`src/rtl/gpu_instruction_queue.sv`:
```
// gpu_instruction_queue
//   Parametrised first-word-fall-through instruction queue. It sits between
//   the command decoder and the rasteriser dispatch. Words are packed
//   {oct,b,g,r,rad,y2,x2,y1,x1,opcode} by the instantiating block.
//
// Optional feature macro: GPU_INSTR_QUEUE_HWM_EN
//   When defined, hwm_o tracks the peak occupancy seen since reset.
//   When undefined, hwm_o is tied to 0 and no tracking register exists.
//
// Ports
//   clk           system clock; all logic runs on the rising edge
//   n_rst         synchronous, active-low reset; highest priority
//   flush_i       discard all entries; clears the pointers, count and error flags
//   push_i/data_i enqueue data_i when accepted
//   pop_i         consume the head word when accepted
//   data_o        head word; holds stale memory content while empty
//   empty_o       count_o == 0
//   full_o        count_o == DEPTH
//   almost_full_o count_o >= AF_THRESH
//   count_o       occupancy, 0..DEPTH
//   overflow_o    sticky: a push was rejected
//   underflow_o   sticky: a pop was rejected
//   hwm_o         high-water mark of count_o (0 when the feature is disabled)
module gpu_instruction_queue #(
    parameter int WORD_BITS = 79,
    parameter int DEPTH     = 16,
    parameter int AF_THRESH = 12,
    // Derived from DEPTH; leave at its default.
    parameter int PTR_BITS  = $clog2(DEPTH)
) (
    input  logic                 clk,
    input  logic                 n_rst,
    input  logic                 flush_i,
    input  logic                 push_i,
    input  logic [WORD_BITS-1:0] data_i,
    input  logic                 pop_i,
    output logic [WORD_BITS-1:0] data_o,
    output logic                 empty_o,
    output logic                 full_o,
    output logic                 almost_full_o,
    output logic [PTR_BITS:0]    count_o,
    output logic                 overflow_o,
    output logic                 underflow_o,
    output logic [PTR_BITS:0]    hwm_o
);

    localparam logic [PTR_BITS:0]   CNT_ONE   = (PTR_BITS+1)'(1);
    localparam logic [PTR_BITS:0]   CNT_DEPTH = (PTR_BITS+1)'(DEPTH);
    localparam logic [PTR_BITS:0]   CNT_AF    = (PTR_BITS+1)'(AF_THRESH);
    localparam logic [PTR_BITS-1:0] PTR_ONE   = PTR_BITS'(1);

    logic [WORD_BITS-1:0] r_mem [DEPTH];
    logic [PTR_BITS-1:0]  r_wptr;
    logic [PTR_BITS-1:0]  r_rptr;
    logic [PTR_BITS:0]    r_count;
    logic                 r_ovf;
    logic                 r_unf;

    logic                 w_empty;
    logic                 w_full;
    logic                 w_pop_acc;
    logic                 w_push_acc;
    logic [PTR_BITS:0]    w_count_nxt;

    assign w_empty = (r_count == '0);
    assign w_full  = (r_count == CNT_DEPTH);

    // No bypass: a pop on an empty queue is rejected even if a push arrives.
    // A push into a full queue is accepted only when a pop frees a slot.
    assign w_pop_acc  = pop_i & ~w_empty;
    assign w_push_acc = push_i & (~w_full | w_pop_acc);

    always_comb begin
        w_count_nxt = r_count;
        case ({w_push_acc, w_pop_acc})
            2'b10:   w_count_nxt = r_count + CNT_ONE;
            2'b01:   w_count_nxt = r_count - CNT_ONE;
            default: w_count_nxt = r_count;
        endcase
    end

    always_ff @(posedge clk) begin
        if (!n_rst) begin
            r_wptr  <= '0;
            r_rptr  <= '0;
            r_count <= '0;
            r_ovf   <= 1'b0;
            r_unf   <= 1'b0;
            for (int i = 0; i < DEPTH; i++) r_mem[i] <= '0;
        end else if (flush_i) begin
            // Memory is left untouched; only the bookkeeping is discarded.
            r_wptr  <= '0;
            r_rptr  <= '0;
            r_count <= '0;
            r_ovf   <= 1'b0;
            r_unf   <= 1'b0;
        end else begin
            if (w_push_acc) begin
                r_mem[r_wptr] <= data_i;
                r_wptr        <= r_wptr + PTR_ONE;
            end
            if (w_pop_acc) r_rptr <= r_rptr + PTR_ONE;
            r_count <= w_count_nxt;
            r_ovf   <= r_ovf | (push_i & ~w_push_acc);
            r_unf   <= r_unf | (pop_i & ~w_pop_acc);
        end
    end

`ifdef GPU_INSTR_QUEUE_HWM_EN
    logic [PTR_BITS:0] r_hwm;

    // Flush forces the next count to 0, so it can never raise the mark.
    always_ff @(posedge clk) begin
        if (!n_rst)
            r_hwm <= '0;
        else if (!flush_i && (w_count_nxt > r_hwm))
            r_hwm <= w_count_nxt;
    end

    assign hwm_o = r_hwm;
`else
    assign hwm_o = '0;
`endif

    assign data_o        = r_mem[r_rptr];
    assign empty_o       = w_empty;
    assign full_o        = w_full;
    assign almost_full_o = (r_count >= CNT_AF);
    assign count_o       = r_count;
    assign overflow_o    = r_ovf;
    assign underflow_o   = r_unf;

endmodule
```
`config.mk`:
```
export PLATFORM = sky130hd
export DESIGN_NAME = gpu_instruction_queue
export DESIGN_NICKNAME = d
export VERILOG_FILES = /design/src/rtl/gpu_instruction_queue.sv
export SDC_FILE = /design/constraint.sdc
export NUM_CORES = 2
export LEC_CHECK = 0
export CORE_MARGIN = 1.5
export CORE_UTILIZATION = 45
export DETAILED_ROUTE_END_ITERATION = 6
export HOLD_SLACK_MARGIN = 0.15
export PLACE_DENSITY = 0.58
export SETUP_SLACK_MARGIN = 0.4
export SYNTH_ARGS = -nofsm -noshare
export SYNTH_HDL_FRONTEND = slang
export SYNTH_SLANG_ARGS = --single-unit
```
`constraint.sdc`:
```
create_clock -name clk -period 10.3 [get_ports clk]
set_clock_uncertainty 0.15 [all_clocks]
set_input_delay 2.06 -clock clk [delete_from_list [all_inputs] [get_ports clk]]
set_output_delay 2.06 -clock clk [all_outputs]
set_load 0.05 [all_outputs]
```
==> flow_metrics.env <==
export IMPL_synth_edf_count=1264
export IMPL_cts_resized=0
export IMPL_vias_per_cell=5.83
export IMPL_power_density_nw_per_um2=177
export IMPL_p_leak_uw=0.0228
export IMPL_antenna_found_initial=18
export IMPL_die_area_um2=129000
export IMPL_ys_seq_elements=1283
export IMPL_post_drt_wl_per_cell_um=29.5
export IMPL_synthTopCellsByArea="edfxtp_1, and2_1, mux4_2, a22oi_1, clkbuf_1"
export IMPL_grt_max_degree=146
export IMPL_p_sw_share_pct=22.3
export IMPL_finalHoldViolations=0
export IMPL_grt_use_total_pct=24.6
export IMPL_grt_pass1_vias=33400
export IMPL_timing_final_max_slew_violations=0
export IMPL_yosysTopAreaCellShare_pct=66.3
export IMPL_tightest_slew_ns=1.44
export IMPL_chipWidth_um=360
export IMPL_num_nets_final=3709
export IMPL_syn_avg_cell_area_um2=16.1
export IMPL_firstDrtPassIters=7
export IMPL_cap_violations=0
export IMPL_final_common_cell="edfxtp_1"
export IMPL_cts_buffers=142
export IMPL_netlist_area_um2=57200
export IMPL_finalWirelength_mm=158
export IMPL_rsz0062_at_grt="false"
export IMPL_hpwl_mm=79.6
export IMPL_hp_class="reg -> reg"
export IMPL_portBuffers=172
export IMPL_setup_violations=0
export IMPL_chipHeight_um=360
export IMPL_mostFrequentLayoutCells="edfxtp_1, and2_1, mux4_2"
export IMPL_status="complete, no violations"
export IMPL_clock_sinks=1283
export IMPL_netlist_instances=3557
export IMPL_critPathKind="reg -> out"
export IMPL_initial_core_util_pct=45.4
export IMPL_cts_tree="yes"
export IMPL_synth_yosys_warnings=0
export IMPL_regToRegSetupSlack_ns=6.51
export IMPL_num_io_pins=178
export IMPL_worstPathMaxFanout=45
export IMPL_seq_power_share_pct=52.1
export IMPL_comb_power_share_pct=6.1
export IMPL_cp_required_ns=8.09
export IMPL_ir_worst_vdd_uv=193
export IMPL_power_internal_uw=8900
export IMPL_ys_flop_type="edfxtp_1"
export IMPL_cp_arrival_ns=4.59
export IMPL_relSlewSlack_pct=3.66
export IMPL_final_fill_count=10300
export IMPL_grt_first_pass_wirelength_mm=229
export IMPL_drive_gt1_share_pct=16.8
export IMPL_synth_cell_types=45
export IMPL_ant_nets=0
export IMPL_rows=130
export IMPL_routed_via_count=31300
export IMPL_yosys_area_top_type="edfxtp_1"
export IMPL_cts_clk_slew_worst_paths_ns=0.06
export IMPL_cts_root_buf="clkbuf_16"
export IMPL_start_kind="flop"
export IMPL_finalSetupTns_ns=0
export IMPL_ys_async_sr_fraction_pct=0
export IMPL_final_cells=5375
export IMPL_min_period_ns=6.80
export IMPL_clock_latency_ns=0.75
export IMPL_end_kind="output pin"
export IMPL_pwr_share_clk_pct=41.8
export IMPL_place_congestion=0.729
export IMPL_fmax_ghz=0.147
export IMPL_cts_htree_levels=4
export IMPL_yosysSeqAreaShare_pct=67.0
export IMPL_drt_initial_drc_count=3701
export IMPL_fin_crit_sh_pct=66.0
export IMPL_power_uw=11500
export IMPL_postCtsSetupBuffers=0
export IMPL_drc=0
export IMPL_cts_hold_buf=0
export IMPL_dp_cells=5122
export IMPL_cts_path_max_buffers=3
export IMPL_p_switching_uw=2550
export IMPL_fp_coreArea_um2=126000
export IMPL_grt_overflow=0
export IMPL_syn2layout_area_growth_pct=13.2
-- cells in the mapped netlist (3+ instances only) --
cell type,number
edfxtp_1,1264
and2_1,1241
mux4_2,316
clkbuf_1,253
a22oi_1,158
nand2_1,88
buf_2,27
and2_2,24
buf_6,20
o21ai_0,20
dfxtp_1,19
nor2_1,19
buf_1,14
nor2_2,12
inv_1,9
ha_1,8
buf_4,6
nor2b_1,6
o211ai_1,5
mux2i_1,4
nand3_1,4
o2111ai_4,4
clkbuf_2,3
nor3_1,3
xnor2_1,3
-- cells by family after synthesis --
group,after synthesis,share of synthesized area (%)
simple gates,1406,15.0
flops,1283,67.0
buf+inv,332,2.55
mux,321,12.5
compound gates,200,2.66
fa+ha+maj,9,0.210
xor+xnor,5,0.0766
other cells,1,0.00655
-- registers in the layout, summed over array words and instances (netlist names), named ones only --
signal / flops
overflow_o: 1
r_mem: 1264
count_o: 5
underflow_o: 1
r_rptr: 4
r_wptr: 4
-- path summary, 6_finish.rpt --
check,depth (start not counted),startpoint,endpoint
worst min-delay path,2,underflow_o$_SDFF_PP0_,underflow_o$_SDFF_PP0_
worst max-delay path,5,flop,data_o[36]
worst min register to register,2,underflow_o$_SDFF_PP0_,underflow_o$_SDFF_PP0_
worst max register to register,5,count_o[3]$_SDFFE_PP0P_,r_mem[8][7]$_SDFFCE_PN0P_
-- metrics by stage --
| step | worst slack [ns] | util (%) | hold WS, ns | cell area (um^2) |
|---|---|---|---|---|
| floorplan | 1.19 | - | 0.309 | 57200 |
| global placement | 4.11 | 48.0 | 0.328 | 60400 |
| detailed placement | 4.01 | 48.0 | 0.327 | 60500 |
| CTS | 3.32 | 51.4 | 0.344 | 64800 |
| global route | 3.17 | 51.4 | 0.371 | 64800 |
| finish | 3.50 | 51.4 | 0.345 | 64800 |
-- worst max-delay path, stage by stage, from the launching register on --
cell	delay, ns
dfxtp_4	1.00
buf_4	0.91
mux4_2	0.60
a22oi_1	0.41
nand2_1	0.14
clkdlybuf4s50_1	0.74
-- routing by layer --
metal	vias to the layer above	routed length [um]	track usage [%]
met5	-	13	0
met1	16600	65000	33.1
met3	224	11800	4.71
met4	2	3820	7.64
met2	1245	77800	40.7
li1	13300	-	-
-- cell type report --
cell class	count	area (um^2)	area share, %
flip-flops and latches	1283	38300	59.2
multi-input cells	1946	17700	27.4
clock buffers	195	3900	6.02
repair buffers	234	2290	3.54
well taps	1650	2060	3.19
clock inverters	52	390	0.603
inverters	9	33.8	0.0522
diodes	6	15.0	0.0232
-- power by group through the flow --
stage | registers [uW] | clock network (uW) | logic, uW
2_1_floorplan | 6100 | 0 | 414
3_3_place_gp | 6060 | 0 | 706
3_5_place_dp | 6070 | 0 | 710
4_1_cts | 5960 | 4860 | 712
5_1_grt | 5980 | 5050 | 743
6_report | 5960 | 4790 | 704
Power figures use the tool's default switching activity.
